`src/rtl/core_irq_ctrl_if.sv`:
```
// ---------------------------------------------------------------------------
// core_irq_ctrl_if
// Register-slave bus between software (data-bus side) and core_irq_ctrl.
// Signals:
//   reg_req_i    master->slave  access request
//   reg_gnt_o    slave->master  grant (same cycle as request)
//   reg_rvalid_o slave->master  response valid, one cycle after each grant
//   reg_addr_i   master->slave  byte address, bits [3:2] select the word
//   reg_we_i     master->slave  write enable
//   reg_wdata_i  master->slave  write data
//   reg_rdata_o  slave->master  read data, valid with reg_rvalid_o
// ---------------------------------------------------------------------------
interface core_irq_ctrl_if;
  logic        reg_req_i;
  logic        reg_gnt_o;
  logic        reg_rvalid_o;
  logic [3:0]  reg_addr_i;
  logic        reg_we_i;
  logic [31:0] reg_wdata_i;
  logic [31:0] reg_rdata_o;

  modport master (
    output reg_req_i, reg_addr_i, reg_we_i, reg_wdata_i,
    input  reg_gnt_o, reg_rvalid_o, reg_rdata_o
  );

  modport slave (
    input  reg_req_i, reg_addr_i, reg_we_i, reg_wdata_i,
    output reg_gnt_o, reg_rvalid_o, reg_rdata_o
  );
endinterface

```
`src/rtl/core_irq_ctrl.sv`:
```
// ---------------------------------------------------------------------------
// core_irq_ctrl
// Interrupt controller feeding the core's irq/irq_id inputs. Each source is
// synchronised, optionally edge-detected into a pending bit, masked, and the
// highest active index is presented as a registered request.
// Ports:
//   clk, rst_n      clock, asynchronous active-low reset
//   irq_i           raw interrupt sources (N_IRQ)
//   irq_o           registered request to core
//   irq_id_o        registered id of highest-index active source
//   irq_ack_i       one-cycle acknowledge from core
//   irq_ack_id_i    id being acknowledged
//   bus             register slave (PENDING/MASK/EDGE/SET)
// ---------------------------------------------------------------------------
module core_irq_ctrl #(
  parameter int                N_IRQ       = 32,
  parameter int                ID_WIDTH    = 5,
  parameter int                SYNC_STAGES = 2,
  parameter logic [N_IRQ-1:0]  MASK_RESET  = '1,
  parameter logic [N_IRQ-1:0]  EDGE_RESET  = '0
) (
  input  logic                clk,
  input  logic                rst_n,
  input  logic [N_IRQ-1:0]    irq_i,
  output logic                irq_o,
  output logic [ID_WIDTH-1:0] irq_id_o,
  input  logic                irq_ack_i,
  input  logic [ID_WIDTH-1:0] irq_ack_id_i,
  core_irq_ctrl_if.slave      bus
);

  localparam logic [1:0] W_PENDING = 2'd0;
  localparam logic [1:0] W_MASK    = 2'd1;
  localparam logic [1:0] W_EDGE    = 2'd2;
  localparam logic [1:0] W_SET     = 2'd3;

  logic [N_IRQ-1:0]    sync_out;
  logic [N_IRQ-1:0]    prev_reg;
  logic [N_IRQ-1:0]    pending_reg, pending_next;
  logic [N_IRQ-1:0]    mask_reg;
  logic [N_IRQ-1:0]    edge_reg;
  logic [N_IRQ-1:0]    rise;
  logic [N_IRQ-1:0]    request;
  logic [N_IRQ-1:0]    active;
  logic [N_IRQ-1:0]    ack_clr;
  logic [N_IRQ-1:0]    set_vec;
  logic [N_IRQ-1:0]    clr_vec;
  logic [ID_WIDTH-1:0] enc_id;
  logic                irq_reg;
  logic [ID_WIDTH-1:0] irq_id_reg;
  logic                rvalid_reg;
  logic [31:0]         rdata_reg, rdata_next;
  logic                wr_en, rd_en;
  logic [1:0]          word;
  logic                unused_addr;

  // Synchroniser chain: stage 0 samples the raw input, the last stage is s.
  genvar gi;
  generate
    if (SYNC_STAGES == 0) begin : g_nosync
      assign sync_out = irq_i;
    end else begin : g_sync
      logic [N_IRQ-1:0] sync_reg [SYNC_STAGES];
      for (gi = 0; gi < SYNC_STAGES; gi++) begin : g_stage
        always_ff @(posedge clk or negedge rst_n) begin
          if (!rst_n) sync_reg[gi] <= '0;
          else if (gi == 0) sync_reg[gi] <= irq_i;
          else sync_reg[gi] <= sync_reg[(gi == 0) ? 0 : gi - 1];
        end
      end
      assign sync_out = sync_reg[SYNC_STAGES-1];
    end

    // Ack ids at or beyond N_IRQ match no bit and are therefore ignored.
    for (gi = 0; gi < N_IRQ; gi++) begin : g_ack
      assign ack_clr[gi] = irq_ack_i && (irq_ack_id_i == ID_WIDTH'(gi));
    end
  endgenerate

  assign word  = bus.reg_addr_i[3:2];
  assign wr_en = bus.reg_req_i & bus.reg_we_i;
  assign rd_en = bus.reg_req_i & ~bus.reg_we_i;
  assign unused_addr = ^bus.reg_addr_i[1:0];

  // prev resets to 0, so a source high across reset release is one edge.
  assign rise    = sync_out & ~prev_reg;
  assign request = pending_reg | (~edge_reg & sync_out);
  assign active  = request & mask_reg;

  assign set_vec = (edge_reg & rise)
                 | ((wr_en && word == W_SET) ? bus.reg_wdata_i[N_IRQ-1:0] : '0);
  assign clr_vec = ack_clr
                 | ((wr_en && word == W_PENDING) ? bus.reg_wdata_i[N_IRQ-1:0] : '0);
  // Set wins over clear so a new edge coinciding with an ack is not lost.
  assign pending_next = (pending_reg & ~clr_vec) | set_vec;

  // Ascending scan: the last hit, i.e. the highest index, wins.
  always_comb begin
    enc_id = '0;
    for (int i = 0; i < N_IRQ; i++) begin
      if (active[i]) enc_id = ID_WIDTH'(i);
    end
  end

  always_comb begin
    rdata_next = '0;
    if (rd_en) begin
      case (word)
        W_PENDING: rdata_next[N_IRQ-1:0] = request;
        W_MASK:    rdata_next[N_IRQ-1:0] = mask_reg;
        W_EDGE:    rdata_next[N_IRQ-1:0] = edge_reg;
        default:   rdata_next = '0;
      endcase
    end
  end

  always_ff @(posedge clk or negedge rst_n) begin
    if (!rst_n) begin
      prev_reg    <= '0;
      pending_reg <= '0;
      mask_reg    <= MASK_RESET;
      edge_reg    <= EDGE_RESET;
      irq_reg     <= 1'b0;
      irq_id_reg  <= '0;
      rvalid_reg  <= 1'b0;
      rdata_reg   <= '0;
    end else begin
      prev_reg    <= sync_out;
      pending_reg <= pending_next;
      if (wr_en && word == W_MASK) mask_reg <= bus.reg_wdata_i[N_IRQ-1:0];
      if (wr_en && word == W_EDGE) edge_reg <= bus.reg_wdata_i[N_IRQ-1:0];
      irq_reg <= |active;
      // id holds its last value while nothing is active.
      if (|active) irq_id_reg <= enc_id;
      rvalid_reg <= bus.reg_req_i;
      rdata_reg  <= rdata_next;
    end
  end

  assign irq_o            = irq_reg;
  assign irq_id_o         = irq_id_reg;
  assign bus.reg_gnt_o    = bus.reg_req_i;
  assign bus.reg_rvalid_o = rvalid_reg;
  assign bus.reg_rdata_o  = rdata_reg;

endmodule

```
`src/flat_wrapper.sv`:
```
// flat-port wrapper written by rule: the top's interface ports become plain ports
module core_irq_ctrl_flat 
#(
  parameter int                N_IRQ       = 32,
  parameter int                ID_WIDTH    = 5,
  parameter int                SYNC_STAGES = 2,
  parameter logic [N_IRQ-1:0]  MASK_RESET  = '1,
  parameter logic [N_IRQ-1:0]  EDGE_RESET  = '0
)
  (clk, rst_n, irq_i, irq_o, irq_id_o, irq_ack_i, irq_ack_id_i, bus_reg_req_i, bus_reg_addr_i, bus_reg_we_i, bus_reg_wdata_i, bus_reg_gnt_o, bus_reg_rvalid_o, bus_reg_rdata_o);
  core_irq_ctrl_if bus_i ();
  input  logic clk;
  input  logic rst_n;
  input  logic [N_IRQ-1:0] irq_i;
  output logic irq_o;
  output logic [ID_WIDTH-1:0] irq_id_o;
  input  logic irq_ack_i;
  input  logic [ID_WIDTH-1:0] irq_ack_id_i;
  input wire logic [$bits(bus_i.reg_req_i)-1:0] bus_reg_req_i;
  input wire logic [$bits(bus_i.reg_addr_i)-1:0] bus_reg_addr_i;
  input wire logic [$bits(bus_i.reg_we_i)-1:0] bus_reg_we_i;
  input wire logic [$bits(bus_i.reg_wdata_i)-1:0] bus_reg_wdata_i;
  output wire logic [$bits(bus_i.reg_gnt_o)-1:0] bus_reg_gnt_o;
  output wire logic [$bits(bus_i.reg_rvalid_o)-1:0] bus_reg_rvalid_o;
  output wire logic [$bits(bus_i.reg_rdata_o)-1:0] bus_reg_rdata_o;
  assign bus_i.reg_req_i = bus_reg_req_i;
  assign bus_i.reg_addr_i = bus_reg_addr_i;
  assign bus_i.reg_we_i = bus_reg_we_i;
  assign bus_i.reg_wdata_i = bus_reg_wdata_i;
  assign bus_reg_gnt_o = bus_i.reg_gnt_o;
  assign bus_reg_rvalid_o = bus_i.reg_rvalid_o;
  assign bus_reg_rdata_o = bus_i.reg_rdata_o;
  core_irq_ctrl #(.N_IRQ(N_IRQ), .ID_WIDTH(ID_WIDTH), .SYNC_STAGES(SYNC_STAGES), .MASK_RESET(MASK_RESET), .EDGE_RESET(EDGE_RESET)) u_core (.clk(clk), .rst_n(rst_n), .irq_i(irq_i), .irq_o(irq_o), .irq_id_o(irq_id_o), .irq_ack_i(irq_ack_i), .irq_ack_id_i(irq_ack_id_i), .bus(bus_i));
endmodule
```
`config.mk`:
```
export PLATFORM = sky130hd
export DESIGN_NAME = core_irq_ctrl_flat
export DESIGN_NICKNAME = d
export VERILOG_FILES = /design/src/rtl/core_irq_ctrl_if.sv /design/src/rtl/core_irq_ctrl.sv /design/src/flat_wrapper.sv
export SDC_FILE = /design/constraint.sdc
export NUM_CORES = 1
export LEC_CHECK = 0
export CORE_MARGIN = 2
export CORE_UTILIZATION = 50
export CTS_CLUSTER_DIAMETER = 60
export DETAILED_ROUTE_END_ITERATION = 10
export PLACE_DENSITY = 0.79
export SETUP_SLACK_MARGIN = 0.15
export SYNTH_ARGS = -nofsm -noshare
export SYNTH_HDL_FRONTEND = slang
export SYNTH_SLANG_ARGS = --single-unit
```
`constraint.sdc`:
```
create_clock -name clk -period 1.7 [get_ports clk]
set_clock_uncertainty 0.05 [all_clocks]
set_input_delay 0.255 -clock clk [delete_from_list [all_inputs] [get_ports clk]]
set_output_delay 0.255 -clock clk [all_outputs]
set_load 0.05 [all_outputs]
```
After elaboration in Yosys (flattened, before gate mapping)
Cells that the tools add are included.
{ "word_totals": {"register_bits": 231, "word_cells": 133, "output_inout_bits": 40, "inputBits": 78} }
{ "op_classes": {"eq_ne": 34, "bitwise": 15, "muxes": 35, "reduce_logical": 39} }
{ "op_table": {"columns": ["operator", "count"], "rows": [
  ["$and 32x32->32", 5],
  ["$mux 5", 30],
  ["$or 32x32->32", 4],
  ["$mux 32", 3],
  ["$not 32->32", 3],
  ["$pmux 32 s3", 1],
  ["$eq 5x5->1 const B", 16],
  ["$eq 5x4->1 const B", 8],
  ["$logic_and 1x1->1", 36],
  ["$reduce_or 32->1", 1],
  ["$eq 5x3->1 const B", 4],
  ["$eq 5x2->1 const B", 2],
  ["$eq 5x1->1 const B", 1],
  ["$logic_not 5->1", 1],
  ["$eq 2x2->1 const B", 2],
  ["$and 1x1->1", 2],
  ["$eq 2x1->1 const B", 1],
  ["$logic_not 2->1", 1],
  ["$mux 1", 1],
  ["$not 1->1", 1]
]} }

Depth between registers and ports, before layout
Gate-level depths: netlist of run 1.
{ "logic_depth": {"word_depth": 35, "mapped_depth": 6, "depth_no_buf": 6} }

Worst setup path before layout of run 1
OpenSTA, ideal clock, no wires.
{ "synth_timing": {"path_kind": "register to register", "from": "register u_core.g_sync.sync_reg (netlist bit u_core.sync_out[26])", "to": "register u_core.irq_id_reg[2] (netlist: u_core.irq_id_o[2])", "required_time_ns": 1.523, "setup_ns": 0.127, "period_less_slack_ns": 1.766, "n_path_buf": 0, "t_arrival_ns": 1.588, "slack_ns": -0.066, "path_stages_with_launch": 7, "cell_sequence": "dfrtp_1 -> nor2b_2 -> o21ai_4 -> nand4_4 -> nor4_4 -> nand2_2 -> mux2_1"} }
{ "synth_between": {"elab_chain_len": 9, "word_cells_on_any_way": 10, "cone_classes": "mux (6); bitwise (3); reduce/logical (1)"} }
{ "synth_lines": {"columns": ["element", "line", "source"], "rows": [
  ["start, declared", "core_irq_ctrl.sv:63", "logic [N_IRQ-1:0] sync_reg [SYNC_STAGES];"],
  ["start signal, assigned by index", "core_irq_ctrl.sv:67", "else if (gi == 0) sync_reg[gi] <= irq_i;"],
  ["start signal, assigned by index", "core_irq_ctrl.sv:68", "else sync_reg[gi] <= sync_reg[(gi == 0) ? 0 : gi - 1];"],
  ["$and 32x32->32 (*)", "core_irq_ctrl.sv:87", "assign request = pending_reg | (~edge_reg & sync_out);"],
  ["$or 32x32->32 (*)", "core_irq_ctrl.sv:87", null],
  ["$and 32x32->32 (*)", "core_irq_ctrl.sv:88", "assign active = request & mask_reg;"],
  ["$mux 5 (6 in a row)", "core_irq_ctrl.sv:101", "if (active[i]) enc_id = ID_WIDTH'(i);"],
  ["end signal, assigned", "core_irq_ctrl.sv:134", "if (|active) irq_id_reg <= enc_id;"],
  ["end, declared", "core_irq_ctrl.sv:50", "logic [ID_WIDTH-1:0] irq_id_reg;"]
]} }
Mark *: on every way between the ends. The rest lies on a longest branch, timed or not.
A chain may end at the register's enable or synchronous reset.

Worst setup path after layout of run 1
{ "layout_timing": {"from": "register u_core.g_sync.sync_reg (netlist bit u_core.sync_out[14])", "to": "register u_core.irq_id_reg[2] (netlist: u_core.irq_id_o[2])"} }
{ "layout_between": {"elab_chain_len": 21, "word_cells_on_any_way": 22, "cone_classes": "mux (18); bitwise (3); reduce/logical (1)"} }
{ "layout_lines": {"columns": ["element", "line"], "rows": [
  ["$and 32x32->32 (*)", "core_irq_ctrl.sv:87"],
  ["$or 32x32->32 (*)", "core_irq_ctrl.sv:87"],
  ["$and 32x32->32 (*)", "core_irq_ctrl.sv:88"],
  ["$mux 5 (18 in a row)", "core_irq_ctrl.sv:101"]
]} }
Marks and branches as above.

==> results of run 1 <==
[cells by family after synthesis]
logic type,after synthesis,share of synthesized area [%]
simple gates,236,13.2
flops,231,61.1
compound gates,217,16.2
mux,66,7.79
buf+inv,39,1.67
[worst max-delay path by stage]
stage                                  end  slack [ps]  cells past startpoint
finish                  u_core.irq_id_o[2]        -140                      6
global route            u_core.irq_id_o[2]        -210                      6
CTS                     u_core.irq_id_o[2]        -140                      6
detailed placement  u_core.pending_reg[24]        -280                      6
floorplan               u_core.irq_id_o[2]         -60                      6
global placement    u_core.pending_reg[17]        -210                      6
[cell type report]
class	count	area [µm²]	share of cell area, %
Clock buffer	33	696	5.32
Clock inverter	12	234	1.79
Inverter	6	22.5	0.172
Multi-Input combinational cell	519	3760	28.8
Sequential cell	231	5820	44.5
Tap cell	234	293	2.24
Timing Repair Buffer	253	2260	17.2
[cells in the final DEF, fill, tap and decap left out, drive strengths merged, types with 6 or more instances in the layout]
cell / synthesis / final
nand2b: 22 / 22
nand3: 7 / 7
nor3: 21 / 21
dfrtp: 199 / 199
nor2b: 47 / 47
a21oi: 46 / 46
buf: 9 / 179
o21a: 9 / 9
clkdlybuf4s50: 0 / 73
nor2: 71 / 71
nand2: 47 / 47
o21ai: 67 / 67
a211o: 32 / 32
clkbuf: 24 / 33
nand4: 10 / 10
dfstp: 32 / 32
a2bb2oi: 20 / 20
o31ai: 22 / 22
mux2: 65 / 65
bufinv: 0 / 6
inv: 6 / 8
[worst max-delay path, cell delays in order (launching register included)]
cell     delay (ps)
dfrtp_1         410
nor2b_4         150
o21ai_2         170
nand4_2         190
nor4_4          350
nand2_2         100
mux2_4          300
[layer usage]
| metal | track usage, % | vias up | routed length [µm] |
|---|---|---|---|
| li1 | - | 3317 | - |
| met1 | 32.9 | 3672 | 10200 |
| met2 | 41.6 | 280 | 12300 |
| met3 | 3.87 | 67 | 1550 |
| met4 | 9.58 | 0 | 778 |
| met5 | 0 | - | 0 |
[repair_timing]
item / CTS / global route
endpoints found under the setup margin: 6 / 6
hold buffers: 1 / 0
gates cloned: 0 / 0
pin swaps: 16 / 13
hold endpoints to repair: 206 / 0
resized for setup: 26 / 16
setup buffers: 10 / 5
[per-stage QoR]
step | setup TNS [ps] | hold WS (ps) | util, %
floorplan | -55.2 | -90.6 | -
global placement | -17620 | 142 | 63.4
detailed placement | -18110 | 141 | 63.4
CTS | -353 | 101 | 69.4
global route | -793 | 98.7 | 70.0
finish | -400 | 109 | 70.0
[power by group through the flow]
stage / sequential, mW / combinational (mW) / clock, mW
finish: 7.00 / 4.13 / 6.03
global route: 7.08 / 4.46 / 6.35
CTS: 6.94 / 4.03 / 6.09
detailed placement: 6.98 / 3.86 / 0
global placement: 6.94 / 3.76 / 0
floorplan: 7.18 / 1.89 / 0
==> reports/results.txt, run 1 <==
Die Y = 142 µm
Layout area overhead = 37.5%
most numerous cell in the Yosys netlist = dfrtp_1
Skew-Pair Late Insertion Delay = 530 ps
Layout Cells excl Fill = 1288
Register-to-Register Path Depth = 6
Netlist cell types = 45
DRT iter0 DRCs = 521
switch share = 28.4%
flop-to-flop setup slack = -140 ps
sequential share of power = 40.8%
status = complete, but fails checks
I/O pin cnt = 118
CP max FO = 3
die width = 142 µm
final slew viol count = 0
core region area = 18700 µm²
failing checks = setup timing
Worst R2R End = u_core.irq_id_o[2]
Slew headroom = 72.5%
share of layout cells above drive strength 1 = 36.3%
DP Area = 11900 µm²
gpl congestion = 0.844
crit start category = register
Initial Utilization = 50.9%
top cell type's share of synthesized area = 52.3%
combinational share of power = 24.1%
DRC viols = 0
Clock transition at path regs = 60 ps
Post-synth top cells = 199 x dfrtp_1, 71 x nor2_1, 64 x mux2_2
pre-CTS setup slack = -284 ps
max cap viols = 0
drt first pass iters = 5
Int Power = 12.3 mW
Final Hold Fails = 0
Synth Warn # = 0
CTS HTree Levels = 1
Power Density = 1310 nW/µm²
total power = 17.2 mW
Mapped Nets = 867
worst setup path start = u_core.sync_out[14]
commonest register cell after synthesis = dfrtp_1
Synth Cell Area = 9520 µm²
Max Root-Sink Buffers = 3
CP Capture Type = register
initial antenna violation count = 0
synthesized flop and latch total = 231
vias in the first global route = 7731
DP HPWL = 16000 µm
Synth Instances = 789
minimum clock period = 1840 ps
Final Cycle Share = 108%
Hold Crit Start = irq_i[6]
VDD IR-drop max = 752 µV
dpl cells = 1227
Sink Count = 231
GRT Util Overall = 24.9%
IO buf count = 115
Seq/Total Area, Yosys = 61.1%
CP Class = register to register
ranking of synthesized cells by area = dfrtp_1 52%, dfstp_2 8.8%, mux2_2 7.6%, nor2b_1 3.0%, a211o_1 2.9%
Row Count = 50
WP data required = 2050 ps
# fillers = 1234
Antenna Cells = 0
GRT Residual Overflow = 0
aggregate routed wire length = 24900 µm
Post-synth EDFFs = 0
Post-synth ARST share = 100%
NetSw = 4.87 mW
Hold WC Path Type = input port to register
Syn Area/Cell = 12.1 µm²
first-pass GRT wire length = 39300 µm
Die ar. = 20200 µm²
CTS tree = yes
largest net degree at the start of global routing = 47
RSZ-0062 raised after global routing = yes
number of vias per cell = 5.70
Num CTS Buffers = 25
Final Setup Violations = 4
clock power share = 35.1%
final worst setup slack = -137 ps
final instance area = 13100 µm²
Worst Tran Pin Value = 412 ps
fmax = 0.544 GHz
clock root buffer = clkbuf_16
CP Data Arrival Time = 2190 ps
nets = 1114
Routed WL per cell = 19.3 µm
r2r startpoint = u_core.sync_out[14]
hold path cells = 1
via count = 7336
Pleak = 5.74 nW
WHS Endpoint = u_core.g_sync.sync_reg[38]
antenna viol nets, final = 0
area leader, netlist = dfrtp_1
No activity file was read; power rests on OpenSTA's default activity.
==> run 2: changes to the inputs <==
--- a/config.mk
+++ b/config.mk
@@ -10,6 +10,7 @@
 export CTS_CLUSTER_DIAMETER = 60
 export DETAILED_ROUTE_END_ITERATION = 10
 export PLACE_DENSITY = 0.79
+export RECOVER_POWER = 25
 export SETUP_SLACK_MARGIN = 0.15
 export SYNTH_ARGS = -nofsm -noshare
 export SYNTH_HDL_FRONTEND = slang
==> run 2 against run 1 <==
The flow still finishes with violations (setup timing). Total power about the same. Largest power group unchanged. Largest cell class unchanged. Worst hold slack improved by 110 ps. First-iteration DRC count decreased by 0.19%. Sequential share of layout area about the same. Wire length increased by 0.12%. Non-clock buffer count unchanged. Global-route usage unchanged.
==> reports/results.txt, run 2 (synthesis results as in run 1) <==
core region area = 18700 µm² (unchanged)
DP HPWL = 16000 µm (unchanged)
DRT iter0 DRCs = 520 (-0.19%)
clock root buffer = clkbuf_16
GRT Util Overall = 24.9% (unchanged)
Power Density = 1310 nW/µm² (about the same)
Row Count = 50 (unchanged)
Layout area overhead = 37.3%
Die ar. = 20200 µm² (unchanged)
cells along the critical path = nor2b_4 -> o21ai_2 -> nand4_2 -> nor4_4 -> nand2_2 -> mux2_4
vias in the first global route = 7731 (unchanged)
Worst Tran Pin Value = 1360 ps (+945 ps)
r2r startpoint = u_core.sync_out[14]
WP data required = 2050 ps (about the same)
CP Class = register to register
Antenna Cells = 0 (unchanged)
Routed WL per cell = 19.3 µm (+0.12%)
status = complete, but fails checks
antenna viol nets, final = 0 (unchanged)
CP Data Arrival Time = 2190 ps (about the same)
Worst R2R End = u_core.irq_id_o[2]
aggregate routed wire length = 24900 µm (+0.12%)
max cap viols = 0 (unchanged)
crit start category = register
Slew headroom = 9.50% (-63 points)
minimum clock period = 1840 ps (+0.111 ps)
flop-to-flop setup slack = -140 ps (about the same)
initial antenna violation count = 0 (unchanged)
Final Util = 69.9% (-0.074 points)
Hold Crit Start = irq_i[7]
Final Setup Violations = 4 (unchanged)
commonest non-fill, non-tap cell in the layout = dfrtp_1
via count = 7306 (-0.41%)
# fillers = 1237 (+0.24%)
final slew viol count = 0 (unchanged)
fmax = 0.544 GHz (about the same)
number of vias per cell = 5.67 (-0.41%)
Final Cycle Share = 108% (about the same)
CTS HTree Levels = 1 (unchanged)
I/O pin cnt = 118 (unchanged)
gpl congestion = 0.844 (unchanged)
final worst setup slack = -137 ps (-0.111 ps)
Pleak = 5.74 nW (about the same)
flip-flop and latch area = 5820 µm² (unchanged)
CP endpoint = u_core.irq_id_o[2]
DRC viols = 0 (unchanged)
worst setup path start = u_core.sync_out[14]
Die Y = 142 µm (unchanged)
CP max FO = 3 (unchanged)
IO buf count = 115 (unchanged)
Initial Utilization = 50.9% (unchanged)
most frequent cells in the layout = 199 x dfrtp_1, 159 x buf_4, 71 x nor2_1, 64 x mux2_2, 46 x a21oi_1
GRT Residual Overflow = 0 (unchanged)
Hold WC Path Type = input port to register
share of layout cells above drive strength 1 = 36.2% (-0.095 points)
failing checks = setup timing
Skew-Pair Late Insertion Delay = 530 ps (about the same)
drt first pass iters = 5 (unchanged)
Worst path max stage delay = 410 ps (about the same)
die width = 142 µm (unchanged)
CP Capture Type = register
Max Root-Sink Buffers = 3 (unchanged)
Final Hold Fails = 0 (unchanged)
largest net degree at the start of global routing = 47 (unchanged)
nets = 1114 (unchanged)
total power = 17.1 mW (about the same)
Slowest-stage cell, CP = dfrtp_1
RSZ-0062 raised after global routing = yes
Clock transition at path regs = 60 ps (about the same)
multi-input combinational cell area = 3760 µm² (unchanged)
CTS tree = yes
Sink Count = 231 (unchanged)
first-pass GRT wire length = 39300 µm (unchanged)
Register-to-Register Path Depth = 6 (unchanged)
Num CTS Buffers = 25 (unchanged)
VDD IR-drop max = 754 µV (+0.23%)
## run 2: metal layers
layer | vias to the layer above | global-route usage, % | part of all wire, %
met4 | 0 | 9.58 | 3.2
met2 | 261 | 41.6 | 49
met5 | - | 0 | 0
met3 | 67 | 3.87 | 5.9
met1 | 3654 | 32.9 | 42
li1 | 3324 | - | -
## run 2: timing repair
| action | 4_1_cts | 5_1_grt |
|---|---|---|
| endpoints found under the setup margin | 6 | 6 |
| setup buffers | 10 | 5 |
| pin swaps | 16 | 13 |
| endpoints found under the hold margin | 206 | 0 |
| hold buffers | 1 | 0 |
| gates resized for setup | 26 | 16 |
## run 2: worst min path at each step
stage	depth (start not counted)	endpoint
after detailed placement	1	u_core.sync_out[0]
after floorplan	0	u_core.bus.reg_rdata_o[0]
after global routing	1	u_core.g_sync.sync_reg[37]
final	1	u_core.g_sync.sync_reg[39]
after CTS	1	u_core.g_sync.sync_reg[38]
after global placement	1	u_core.sync_out[0]
## run 2: cell type report
type                       instances  area share [%]
clock buffer                      33            5.32
tap                              234            2.24
multi-input combinational        519            28.8
clock inverter                    12            1.79
inverter                           6           0.172
sequential                       231            44.5
timing repair buffer             253            17.2
## run 2: per-stage QoR
step | instances | setup TNS, ps | area [µm²] | hold WS [ps] | setup slack, ps
floorplan | 789 | -55.2 | 9560 | -90.6 | -55.2
global placement | 1227 | -17620 | 11900 | 142 | -209
detailed placement | 1227 | -18110 | 11900 | 141 | -284
CTS | 1283 | -353 | 13000 | 101 | -137
global route | 1288 | -4200 | 13100 | 214 | -210
finish | 1288 | -402 | 13100 | 223 | -137
## run 2: power breakdown
part           switching, mW  leakage [nW]  internal, mW
clock                   2.22         0.452          3.81
sequential             0.643          2.68          6.36
combinational           2.01          2.61          2.10
total                   4.87          5.74          12.3
## run 2: critical path, delay by kind of cell, from the launching register on
family / cells / cell delay, ps
flip-flops: 1 / 410
multiplexers: 1 / 300
AND/OR/NAND/NOR: 4 / 790
AO/OA/AOI/OAI: 1 / 170
==> run 3: changes to the inputs <==
--- a/config.mk
+++ b/config.mk
@@ -7,7 +7,6 @@
 export LEC_CHECK = 0
 export CORE_MARGIN = 2
 export CORE_UTILIZATION = 50
-export CTS_CLUSTER_DIAMETER = 60
 export DETAILED_ROUTE_END_ITERATION = 10
 export PLACE_DENSITY = 0.79
 export RECOVER_POWER = 25
==> run 3 against run 2 <==
The flow still finishes with violations (setup timing). Sequential cell count unchanged. Sequential share of layout area about the same. Design area grew 0.10%. Non-clock buffer count increased by 4. Setup slack gained 21 ps. Worst hold slack improved by 10 ps. Clock-buffer cell count stayed put. Register-to-register slack better by 20 ps. Total power shrank 2.2%.
==> reports/results.txt, run 3 (synthesis results as in run 1) <==
status = complete, but fails checks
failing checks = setup timing
Die Y = 142 µm (unchanged)
Worst Tran Pin Value = 1350 ps (-10.6 ps)
antenna viol nets, final = 0 (unchanged)
Skew-Pair Late Insertion Delay = 520 ps (about the same)
I/O pin cnt = 118 (unchanged)
number of vias per cell = 5.66 (-0.21%)
Hold WC Path Type = input port to register
DRC viols = 0 (unchanged)
CP Class = register to register
Sink Count = 231 (unchanged)
total power = 16.8 mW (-2.2%)
die width = 142 µm (unchanged)
Slew headroom = 10.2% (+0.71 points)
commonest non-fill, non-tap cell in the layout = dfrtp_1
CP Data Arrival Time = 2160 ps (-30 ps)
fmax = 0.551 GHz (+1.1%)
Layout area overhead = 37.5%
Num CTS Buffers = 25 (unchanged)
CTS tree = yes
clock root buffer = clkbuf_16
DRT iter0 DRCs = 574 (+10%)
minimum clock period = 1820 ps (-20.7 ps)
via count = 7319 (+0.18%)
initial antenna violation count = 1 (+1)
Row Count = 50 (unchanged)
GRT Residual Overflow = 0 (unchanged)
Power Density = 1280 nW/µm² (-2.3%)
Hold Crit Start = irq_i[6]
final slew viol count = 0 (unchanged)
final worst setup slack = -116 ps (+20.7 ps)
share of layout cells above drive strength 1 = 37.1% (+0.81 points)
largest net degree at the start of global routing = 47 (unchanged)
DP HPWL = 16000 µm (unchanged)
Initial Utilization = 50.9% (unchanged)
crit start category = register
Final Hold Fails = 0 (unchanged)
Final Setup Violations = 4 (unchanged)
hold path cells = 1 (unchanged)
gpl congestion = 0.844 (unchanged)
CTS HTree Levels = 1 (unchanged)
Final Cycle Share = 107% (-1.2 points)
Pleak = 5.75 nW (+0.17%)
Register-to-Register Path Depth = 6 (unchanged)
IO buf count = 115 (unchanged)
flop-to-flop setup slack = -120 ps (+20 ps)
Die ar. = 20200 µm² (unchanged)
VDD IR-drop max = 782 µV (+3.7%)
Worst R2R End = u_core.irq_id_o[2]
CP Capture Type = register
core region area = 18700 µm² (unchanged)
aggregate routed wire length = 24600 µm (-1.1%)
nets = 1118 (+0.36%)
GRT Util Overall = 24.7% (-0.21 points)
r2r startpoint = u_core.sync_out[4]
max cap viols = 0 (unchanged)
most frequent cells in the layout = 199 x dfrtp_1, 159 x buf_4, 70 x nor2_1, 64 x mux2_2, 46 x a21oi_1
RSZ-0062 raised after global routing = yes
WP data required = 2050 ps (about the same)
first-pass GRT wire length = 39000 µm (-0.84%)
WHS Endpoint = u_core.g_sync.sync_reg[38]
# fillers = 1250 (+1.1%)
Clock transition at path regs = 60 ps (about the same)
vias in the first global route = 7691 (-0.52%)
Routed WL per cell = 19.0 µm (-1.5%)
CP max FO = 2 (-1)
drt first pass iters = 5 (unchanged)
Max Root-Sink Buffers = 3 (unchanged)
setup TNS = -329 ps (+73.2 ps)
run 3: cell type report:
| cell class | instances | area, µm² | area share [%] |
|---|---|---|---|
| antenna | 1 | 2.50 | 0.0191 |
| clock buffer | 33 | 686 | 5.24 |
| clock inverter | 12 | 170 | 1.30 |
| inverter | 6 | 22.5 | 0.172 |
| multi-input combinational | 519 | 3810 | 29.1 |
| sequential | 231 | 5820 | 44.5 |
| tap | 234 | 293 | 2.24 |
| timing repair buffer | 257 | 2280 | 17.4 |
run 3: power breakdown:
part           total, mW  switching [mW]  leakage [nW]  internal [mW]
Sequential          7.01           0.650          2.68           6.36
Combinational       4.16            2.03          2.64           2.13
Clock               5.60            2.15         0.426           3.45
run 3: worst max-delay path by stage:
stage                        startpoint                endpoint  slack, ps  cells past startpoint
floorplan           u_core.sync_out[19]      u_core.irq_id_o[2]        -60                      6
global placement              irq_ack_i  u_core.pending_reg[17]       -210                      6
detailed placement            irq_ack_i  u_core.pending_reg[24]       -280                      6
CTS                  u_core.sync_out[6]      u_core.irq_id_o[2]       -140                      6
global route        u_core.sync_out[31]      u_core.irq_id_o[2]       -210                      6
finish               u_core.sync_out[4]      u_core.irq_id_o[2]       -120                      6
run 3: repair_timing:
item | CTS | global route
setup endpoints to repair | 6 | 8
hold endpoints to repair | 195 | 0
pin swaps | 14 | 23
gates resized for setup | 23 | 33
hold buffers | 1 | 0
setup buffers | 6 | 13
run 3: per-layer routing:
layer	GRT usage [%]	up-vias	wire [µm]
li1	-	3334	-
met1	32.8	3677	10200
met2	40.8	242	12300
met3	3.70	66	1400
met4	10.5	0	746
met5	0	-	0
run 3: worst max-delay path: stages (launching register included):
cell	delay [ps]
dfrtp_1	380
nor2b_2	170
o21ai_2	200
nand4_4	140
nor4_4	350
nand2_2	100
mux2_4	300
run 3: metrics by stage:
stage	utilization [%]	hold slack [ps]	worst slack [ps]	instance area, µm²	instances
detailed placement	63.4	141	-284	11900	1227
CTS	68.7	105	-135	12900	1279
finish	70.0	234	-116	13100	1293
global placement	63.4	142	-209	11900	1227
floorplan	-	-90.6	-55.2	9560	789
global route	70.0	224	-208	13100	1293
